<file path="src/rtl/tmp101_read_sequencer.sv">
// Periodic TMP101 read sequencer: pulses Go to the I2C master, collects MSB/LSB, publishes 12-bit temperature.
// Optional hysteretic alert comparator is built only when TMP_ALERT_EN is defined.
module tmp101_read_sequencer #(
  parameter int unsigned SAMPLE_PERIOD  = 60000000,
  parameter int unsigned TIMEOUT_CYCLES = 600000,
  parameter logic [11:0] ALERT_HIGH     = 12'h1E0,
  parameter logic [11:0] ALERT_LOW      = 12'h1A0
) (
  input  logic        clock,
  input  logic        Reset,
  input  logic        Enable,
  input  logic        Busy,
  input  logic        ByteReady,
  input  logic [7:0]  ReceivedData,
  output logic        Go,
  output logic [11:0] Temperature,
  output logic        TempValid,
  output logic        Error,
  output logic        Alert
);

  localparam int PW = (SAMPLE_PERIOD > 1) ? $clog2(SAMPLE_PERIOD) : 1;
  localparam int TW = (TIMEOUT_CYCLES > 1) ? $clog2(TIMEOUT_CYCLES) : 1;

  typedef enum logic [2:0] {
    S_IDLE, S_START, S_WAIT_BUSY, S_WAIT_MSB,
    S_WAIT_LSB, S_WAIT_DONE, S_PUBLISH, S_FAULT
  } state_t;

  state_t          r_state;
  logic [PW-1:0]   r_period;
  logic [TW-1:0]   r_tmo;
  logic [7:0]      r_msb;
  logic [3:0]      r_lsb;
  logic [11:0]     r_temp;
  logic            r_go;
  logic            r_tv;
  logic            r_err;

  logic            w_start_req;
  logic            w_tmo;
  logic            w_in_wait;
  logic [11:0]     w_new_temp;
  logic            w_unused;

  assign w_start_req = Enable && (r_period == PW'(SAMPLE_PERIOD - 1));
  assign w_tmo       = (r_tmo == TW'(TIMEOUT_CYCLES - 1));
  assign w_in_wait   = (r_state == S_WAIT_BUSY) || (r_state == S_WAIT_MSB) ||
                       (r_state == S_WAIT_LSB)  || (r_state == S_WAIT_DONE);
  assign w_new_temp  = {r_msb, r_lsb};

  // Free-running period counter; requests that land outside IDLE are simply lost.
  always_ff @(posedge clock) begin
    if (Reset || !Enable) begin
      r_period <= '0;
    end else if (r_period == PW'(SAMPLE_PERIOD - 1)) begin
      r_period <= '0;
    end else begin
      r_period <= r_period + PW'(1);
    end
  end

  always_ff @(posedge clock) begin
    if (Reset) begin
      r_state <= S_IDLE;
      r_tmo   <= '0;
      r_msb   <= '0;
      r_lsb   <= '0;
      r_temp  <= '0;
      r_go    <= 1'b0;
      r_tv    <= 1'b0;
      r_err   <= 1'b0;
    end else begin
      r_go  <= 1'b0;
      r_tv  <= 1'b0;
      r_tmo <= w_in_wait ? r_tmo + TW'(1) : '0;
      case (r_state)
        S_IDLE: begin
          if (w_start_req) begin
            r_state <= S_START;
            r_go    <= 1'b1;
          end
        end
        S_START: r_state <= S_WAIT_BUSY;
        S_WAIT_BUSY: begin
          if (Busy) begin
            r_state <= S_WAIT_MSB;
            r_tmo   <= '0;
          end else if (w_tmo) begin
            r_state <= S_FAULT;
            r_err   <= 1'b1;
            r_tmo   <= '0;
          end
        end
        S_WAIT_MSB: begin
          if (ByteReady) begin
            r_msb   <= ReceivedData;
            r_state <= S_WAIT_LSB;
            r_tmo   <= '0;
          end else if (!Busy || w_tmo) begin
            r_state <= S_FAULT;
            r_err   <= 1'b1;
            r_tmo   <= '0;
          end
        end
        S_WAIT_LSB: begin
          // Last byte and stop can coincide; go straight to publishing then.
          if (ByteReady) begin
            r_lsb   <= ReceivedData[7:4];
            r_state <= Busy ? S_WAIT_DONE : S_PUBLISH;
            r_tmo   <= '0;
          end else if (!Busy || w_tmo) begin
            r_state <= S_FAULT;
            r_err   <= 1'b1;
            r_tmo   <= '0;
          end
        end
        S_WAIT_DONE: begin
          if (ByteReady || (Busy && w_tmo)) begin
            r_state <= S_FAULT;
            r_err   <= 1'b1;
            r_tmo   <= '0;
          end else if (!Busy) begin
            r_state <= S_PUBLISH;
            r_tmo   <= '0;
          end
        end
        S_PUBLISH: begin
          r_temp  <= w_new_temp;
          r_tv    <= 1'b1;
          r_err   <= 1'b0;
          r_state <= S_IDLE;
        end
        S_FAULT: r_state <= S_IDLE;
        default: r_state <= S_IDLE;
      endcase
    end
  end

  assign Go          = r_go;
  assign Temperature = r_temp;
  assign TempValid   = r_tv;
  assign Error       = r_err;

`ifdef TMP_ALERT_EN
  logic r_alert;

  always_ff @(posedge clock) begin
    if (Reset) begin
      r_alert <= 1'b0;
    end else if (r_state == S_PUBLISH) begin
      if ($signed(w_new_temp) >= $signed(ALERT_HIGH)) begin
        r_alert <= 1'b1;
      end else if ($signed(w_new_temp) <= $signed(ALERT_LOW)) begin
        r_alert <= 1'b0;
      end
    end
  end

  assign Alert    = r_alert;
  assign w_unused = ^ReceivedData[3:0];
`else
  assign Alert    = 1'b0;
  assign w_unused = ^{ReceivedData[3:0], ALERT_HIGH, ALERT_LOW};
`endif

endmodule

</file>
<file path="config.mk">
export PLATFORM = sky130hd
export DESIGN_NAME = tmp101_read_sequencer
export DESIGN_NICKNAME = d
export VERILOG_FILES = /design/src/rtl/tmp101_read_sequencer.sv
export SDC_FILE = /design/constraint.sdc
export NUM_CORES = 1
export LEC_CHECK = 0
export CAP_MARGIN = 20
export CORE_ASPECT_RATIO = 1.5
export CORE_MARGIN = 3
export CORE_UTILIZATION = 45
export CTS_CLUSTER_SIZE = 24
export DETAILED_ROUTE_END_ITERATION = 8
export PLACE_DENSITY = 0.63
export RECOVER_POWER = 50
export SETUP_SLACK_MARGIN = 0.15
export SYNTH_ARGS = -nofsm -noshare
export SYNTH_HDL_FRONTEND = slang
export SYNTH_SLANG_ARGS = --single-unit
</file>
<file path="constraint.sdc">
create_clock -name clock -period 2.34 [get_ports clock]
set_input_delay 0.468 -clock clock [delete_from_list [all_inputs] [get_ports clock]]
set_output_delay 0.468 -clock clock [all_outputs]
set_load 0.1 [all_outputs]
</file>
### Word level (Yosys, flattened, before mapping)

Index checks and enable logic that the tools add are counted.
W data, S select, Z words.

| word-level totals | value |
|---|---|
| output and inout port bits | 16 |
| flip-flop bits (word level) | 76 |
| word-level logic and storage cells | 75 |

| cells by class | value |
|---|---|
| equal/unequal tests | 17 |
| bitwise operators | 1 |
| $add $sub $neg | 2 |
| multiplexer cells | 26 |
| reduce and logical (&&, ||, !) cells | 20 |

Operator list:

| cell | count |
|---|---|
| $mux W20 | 7 |
| $pmux W20 S3 | 1 |
| $add A26 B1 Y26 const B | 1 |
| $eq A26 B26 Y1 const B | 1 |
| $mux W3 | 8 |
| $pmux W3 S7 | 1 |
| $add A20 B1 Y20 const B | 1 |
| $eq A20 B20 Y1 const B | 1 |
| $eq A3 B3 Y1 const B | 4 |
| $ne A2 B2 Y1 const B | 4 |
| $reduce_or A2 Y1 | 4 |
| $mux W1 | 7 |
| $eq A3 B2 Y1 const B | 2 |
| $logic_or A1 B1 Y1 | 6 |
| $reduce_and A6 Y1 | 1 |
| $ne A2 B1 Y1 const B | 2 |
| $pmux W1 S4 | 1 |
| $reduce_and A2 Y1 | 2 |
| $reduce_bool A4 Y1 | 1 |
| $eq A3 B1 Y1 const B | 1 |
| $logic_not A3 Y1 | 1 |
| $ne A3 B2 Y1 const B | 1 |
| $ne A3 B3 Y1 const B | 1 |
| $reduce_and A3 Y1 | 1 |
| 4 further kinds | 6 |

### Longest topological paths before layout

Gate-level depths: netlist (run 1).

| logic depth | value |
|---|---|
| depth after elaboration | 8 |
| mapped depth | 6 |
| mapped depth without buffers | 5 |

### Least setup slack after synthesis (run 1)

OpenSTA, ideal clock, no wires.

| timing path | value |
|---|---|
| path type | register -> register |
| start | reg r_period[10] |
| end | reg r_period[21] |
| period minus slack after synthesis | 1812 ps |
| buffers on the path | 1 |
| slack | 528 ps |
| cell stages (with the launch flop) | 6 |
| arrival | 1741 ps |
| path through | dfxtp_1 nand4_1 or4_1 buf_2 or4_1 a21oi_1 |

| on the way | value |
|---|---|
| longest elaborated chain between the ends | 2 |
| elaborated cells between the ends (all ways) | 3 |
| those cells by class | 1 x add/sub; 1 x eq/ne; 1 x reduce/logical |

RTL lines:

| what | line | source |
|---|---|---|
| start, declared | 31 | `logic [PW-1:0] r_period;` |
| start signal, assigned | 59 | `r_period <= r_period + PW'(1);` |
| parallel branches: the longest is 2 deep, another holds $add A26 B1 Y26 | -- |  |

Parallel ways; which one is timed is not known.
A chain may end at the register's enable or synchronous reset.

### Worst setup path after layout (run 1)

| timing path | value |
|---|---|
| start | reg r_tv, in the netlist TempValid |
| end | out TempValid |

RTL lines:

| what | line | source |
|---|---|---|
| start, declared | 37 | `logic r_tv;` |
| start signal, assigned | 71 | `r_tv <= 1'b0;` |
| start signal, assigned | 75 | `r_tv <= 1'b0;` |
| start signal, assigned | 130 | `r_tv <= 1'b1;` |
| end, declared | 17 | `output logic TempValid,` |

No word-level cell between the ends.

==> results of run 1 <==
final cells by class:
type | instances | area share
sequential | 76 | 0.390
timing repair buffer | 34 | 0.0597
inverter | 9 | 0.00866
tap | 100 | 0.0321
clock inverter | 6 | 0.0186
clock buffer | 10 | 0.0353
multi-input combinational | 298 | 0.456
worst min-delay path: cells and delay by family (launching register included):
family          cells  cell delay [ps]
flops               1              320
compound gates      1               50
simple gates        1               50
through the flow:
stage | hold slack [ps] | worst slack (ps) | area [sq um] | instances
5_1_grt | 468 | 225 | 3900 | 533
4_1_cts | 452 | 184 | 3940 | 533
3_5_place_dp | 443 | 201 | 3730 | 517
6_report | 453 | 337 | 3900 | 533
3_3_place_gp | 436 | 252 | 3730 | 517
2_1_floorplan | 431 | 528 | 3420 | 404
placed cells by master, fill, tap and decap left out, types with 9 or more instances in the layout:
master / count
dfxtp_1: 76
nand2_1: 57
a21oi_1: 33
nor2_1: 30
nor3_1: 21
nand3_1: 16
xnor2_1: 16
clkbuf_2: 13
nand4_1: 11
clkbuf_8: 10
clkdlybuf4s50_1: 10
inv_1: 9
or3_1: 9
a211oi_1: 9
xor2_1: 9
power by group through the flow:
stage,Clock [uW],Sequential [uW],Combinational [uW]
2_1_floorplan,0,1340,80.9
3_3_place_gp,0,1350,111
3_5_place_dp,0,1350,111
4_1_cts,1090,1320,112
5_1_grt,1140,1320,123
6_report,1040,1320,109
flip-flops by register name, indices dropped and copies added (netlist names):
| signal | flops |
|---|---|
| Error | 1 |
| Temperature | 12 |
| Go | 1 |
| r_msb | 8 |
| TempValid | 1 |
| r_lsb | 4 |
| r_period | 26 |
| r_tmo | 20 |
| r_state | 3 |
logic make-up (layout without fill, tap and decap cells):
kind of cell	count (synthesis)	in the layout	synth area share
xor+xnor	25	25	0.0640
buf+inv	30	59	0.0369
mux	4	4	0.0117
simple gates	193	193	0.300
flops	76	76	0.445
fa+ha+maj	2	2	0.00731
other cells	1	1	0.00110
compound gates	73	73	0.135
routing by layer:
metal / GRT usage / up-vias
met5: 0 / -
met4: 0.0938 / 0
met3: 0.0398 / 14
met2: 0.289 / 41
met1: 0.205 / 1397
li1: - / 1513
final timing paths:
kind	from	to	slack, ps	depth (start not counted)
max	TempValid	TempValid	340	1
min	r_msb[3]	Temperature[7]	450	2
max reg2reg	r_period[11]	r_period[25]	370	4
min reg2reg	r_msb[3]	Temperature[7]	450	2
repair_timing:
action,CTS,global route
resized for setup,0,1
hold buffers,0,0
setup endpoints to repair,0,7
cells in the mapped netlist, types with 3 or more instances:
library cell / number / area [sq um]
nand3_1: 16 / 80.1
nand2_1: 57 / 214
a211oi_1: 9 / 67.6
or3_1: 9 / 56.3
mux2i_1: 4 / 40.0
nor4_1: 7 / 43.8
clkbuf_1: 15 / 56.3
nor2_1: 30 / 113
nand2b_1: 5 / 31.3
nand4_1: 11 / 68.8
o31ai_1: 7 / 52.6
xor2_1: 9 / 78.8
dfxtp_1: 76 / 1520
inv_1: 9 / 33.8
or2_2: 3 / 18.8
and3_1: 3 / 18.8
o41ai_1: 3 / 26.3
a21oi_1: 33 / 165
nor3_1: 21 / 105
or4_1: 8 / 60.1
and4_1: 4 / 35.0
xnor2_1: 16 / 140
nor4b_1: 3 / 26.3
o21ai_0: 7 / 35.0
==> results.json, run 1 <==
{
  "timing.fmax_ghz": 0.499,
  "grt_pass1_vias": 2732,
  "dr.pass1.iters": 4,
  "antenna_found_initial": 0,
  "m1WireLength_microns": 3210,
  "grt_max_degree": 31,
  "clock-sinks": 76,
  "tightest_slew_ps": 1160,
  "wl_microns": 7120,
  "relSlewSlack": 0.232,
  "synthToLayoutAreaGrowth_pct": 14.0,
  "ios": 29,
  "fin_crit_sh": 0.856,
  "status": "finished clean",
  "path_class": "flip-flop to primary output",
  "die-height_microns": 113,
  "cts_tree": "built",
  "cts_buffers": 9,
  "power_uw": 2460,
  "skew_ps": 10.6,
  "place.gp.congestion": 0.786,
  "syn_area_per_cell_sq_um": 8.47,
  "core_area_sq_um": 7320,
  "vdd_drop_max_uv": 476,
  "ctsLongestPathBuffers": 2,
  "required_ps": 1870,
  "wl_per_cell_microns": 13.4,
  "die_area_sq_um": 8710,
  "drc": 0,
  "finalSetupViolCount": 0,
  "num_vias": 2965,
  "finalSetupTns_ps": 0,
  "hold_viol": 0,
  "ys_ff_latch": 76,
  "syn_area_sq_um": 3420,
  "clockPowerShare": 0.422,
  "arrival_ps": 1530,
  "critical_path_peak_fanout": 1,
  "rsz0062_at_grt": "false",
  "p_comb_frac": 0.044,
  "n_antenna_cell": 0,
  "cts_root_buffer": "clkbuf_8",
  "synth_flop_cell": "dfxtp_1",
  "grt_usage": 0.173,
  "rows": 38,
  "drv_slew": 0,
  "p_sw_frac": 0.239,
  "period_minus_slack_ps": 2000,
  "wl_met2_microns": 3520,
  "ys_types": 54,
  "start_util": 0.467,
  "ant_nets": 0,
  "internal_power_uw": 1880,
  "syn-num-nets": 419,
  "post_cts_buffers": 0,
  "drive_gt1_frac": 0.102,
  "vias_per_cell": 5.56,
  "synth_seq_area_share": 0.445,
  "worstHoldPathType": "flip-flop to flip-flop",
  "overflow": 0,
  "top_layer_used": "met4",
  "port_buffers": 27,
  "critPathMaxStageDelay_ps": 850,
  "die_w_microns": 77.2,
  "multi_input_area_sq_um": 1780,
  "path_cells": "buf_1",
  "h-tree-depth": 3,
  "crit_path_end_kind": "primary output",
  "p_leak_uw": 0.00118,
  "clk_latency_ps": 360,
  "syn_inst": 404,
  "p_seq_frac": 0.534,
  "grt_pass1_wl_microns": 12200,
  "dp_hpwl_microns": 4890,
  "synth_edf_count": 0,
  "wl_met3_microns": 221,
  "cts.clk_slew.worst_paths_ps": 90,
  "cpMaxStageDelayCell": "buf_1",
  "drt_iter0_drc": 159,
  "utilization": 0.533,
  "start_kind": "flip-flop",
  "power.switching_uw": 588,
  "maxCapViolations": 0,
  "fin_nets": 443,
  "powerDensity_nw_per_um2": 632,
  "cpLargestDelayFamily": "buffers and inverters",
  "seq_area_sq_um": 1520,
  "yosysWarnings": 0,
  "fill_cells": 745,
  "crit_buf_inv": 1,
  "synthArstFlopShare": 0
}
Note: power is estimated with default switching activity, not from simulation.
==> run 2: changes to the inputs <==
- CORE_UTILIZATION: 45 -> 40
- PLACE_DENSITY: 0.63 -> 0.57
==> results.json, run 2 (synthesis gave the netlist of run 1 again) <==
{
  "grtUsageMet2": 0.280,
  "num_vias": 2981,
  "fin_nets": 444,
  "place_ws_ps": 220,
  "cpMaxStageDelayCell": "clkbuf_1",
  "place_inst": 523,
  "cts_root_buffer": "clkbuf_16",
  "antenna_found_initial": 0,
  "p_sw_frac": 0.239,
  "drc": 0,
  "powerDensity_nw_per_um2": 686,
  "r2r_slack_ps": 360,
  "dpl_cell_area_sq_um": 3760,
  "mostFrequentLayoutCell": "dfxtp_1",
  "timing.fmax_ghz": 0.496,
  "cts_resized": 0,
  "grt_busiest_layer": "met2",
  "stdcell_count": 539,
  "finalSetupViolCount": 0,
  "tightest_slew_ps": 1170,
  "crit_cells": 1,
  "port_buffers": 27,
  "p_comb_frac": 0.043,
  "ctsLongestPathBuffers": 2,
  "startpoint": "Temperature[3]",
  "synthToLayoutAreaGrowth_pct": 16.3,
  "place.gp.congestion": 0.826,
  "ios": 29,
  "ant_nets": 0,
  "worst_slack_ps": 326,
  "utilization": 0.488,
  "fin_crit_sh": 0.861,
  "drt_iter0_drc": 165,
  "largest_register_ffs": 26,
  "skew_ps": 7.68,
  "critPathMaxStageDelay_ps": 870,
  "rows": 40,
  "dr.pass1.iters": 4,
  "cts.clk_slew.worst_paths_ps": 60,
  "overflow": 0,
  "crit_path_end_kind": "primary output",
  "grt_max_degree": 21,
  "crit_path_end": "Temperature[3]",
  "die-height_microns": 119,
  "path_cells": "clkbuf_1",
  "hold_viol": 0,
  "arrival_ps": 1550,
  "relSlewSlack": 0.224,
  "die_area_sq_um": 9720,
  "post_cts_buffers": 0,
  "r2r_cells": 5,
  "worstHoldPathType": "flip-flop to flip-flop",
  "start_kind": "flip-flop",
  "clk_latency_ps": 340,
  "drv_slew": 0,
  "critical_path_peak_fanout": 2,
  "maxCapViolations": 0,
  "grt_usage": 0.171,
  "p_leak_uw": 0.00117,
  "wl_per_cell_microns": 14.3,
  "rsz0062_at_grt": "false",
  "period_minus_slack_ps": 2010,
  "h-tree-depth": 3,
  "internal_power_uw": 2080,
  "die_w_microns": 81.5,
  "wl_microns": 7710,
  "path_class": "flip-flop to primary output",
  "clock-sinks": 76,
  "use_met3": 0.0424,
  "drive_gt1_frac": 0.0783,
  "r2r-start": "r_tmo[0]",
  "power.switching_uw": 653,
  "vias_per_cell": 5.53,
  "fill_cells": 855,
  "dp_hpwl_microns": 5240,
  "finalSetupTns_ps": 0,
  "cts_buffers": 9,
  "grt_pass1_vias": 2786,
  "p_seq_frac": 0.483,
  "n_antenna_cell": 0,
  "vdd_drop_max_uv": 432,
  "required_ps": 1870,
  "core_area_sq_um": 8160,
  "crit_buf_inv": 1,
  "status": "finished clean",
  "grt_pass1_wl_microns": 13000,
  "cts-hold-fix-buffers": 0,
  "fin_area_sq_um": 3980,
  "cpLargestDelayFamily": "buffers and inverters",
  "clockPowerShare": 0.475,
  "mostFrequentLayoutCells": "dfxtp_1 (76), nand2_1 (57), a21oi_1 (33), nor2_1 (30), nor3_1 (21)",
  "r2r-end": "r_tmo[18]",
  "cts_tree": "built",
  "regMostFlops": "r_period",
  "met1_usage": 0.209,
  "start_util": 0.419
}
## run 2: cell count changes in the layout (fill, tap and decap cells not counted), sizes merged
cell	delta
clkbuf	+2
clkinvlp	+3
bufinv	-1
inv	+1
clkinv	-3
buf	-1
## run 2: power by group through the flow
stage | clock network [uW] | registers (uW) | logic [uW]
6_report | 1300 | 1320 | 116
5_1_grt | 1380 | 1320 | 129
4_1_cts | 1330 | 1320 | 118
3_5_place_dp | 0 | 1350 | 118
3_3_place_gp | 0 | 1350 | 118
2_1_floorplan | 0 | 1340 | 80.9
## run 2: metal layers
layer | part of all wire | vias up
met5 | 0 | -
met4 | 0.022 | 0
met3 | 0.036 | 13
met2 | 0.50 | 46
met1 | 0.45 | 1403
li1 | - | 1519
## run 2: worst reg2reg max path: cells and delay by family, from the launching register on
family                     cells  cell delay, ps
DFF                            1             400
AOI/OAI and AO/OA              1             220
adders and majority gates      1             250
and+or+nand+nor                3            1040
## run 2: cell type report
class	instances	area (sq um)	area share
inverter	9	33.8	0.00849
multi-input combinational	298	1780	0.447
clock inverter	6	48.8	0.0123
clock buffer	10	229	0.0575
sequential	76	1520	0.382
tap	105	131	0.0330
timing repair buffer	35	238	0.0597
## run 2: worst min-delay path by stage
stage | startpoint | to | slack (ps) | depth (start not counted)
2_1_floorplan | r_lsb[0] | Temperature[0] | 430 | 2
3_3_place_gp | r_msb[0] | r_msb[0] | 440 | 2
3_5_place_dp | r_msb[3] | r_msb[3] | 450 | 2
4_1_cts | r_lsb[1] | Temperature[1] | 460 | 2
5_1_grt | r_msb[2] | Temperature[6] | 470 | 2
6_report | r_lsb[1] | Temperature[1] | 450 | 2
## run 2: metrics by stage
stage          hold WS [ps]  total power (uW)
2_1_floorplan           431              1420
3_3_place_gp            444              1460
3_5_place_dp            449              1460
4_1_cts                 456              2760
5_1_grt                 469              2820
6_report                450              2730
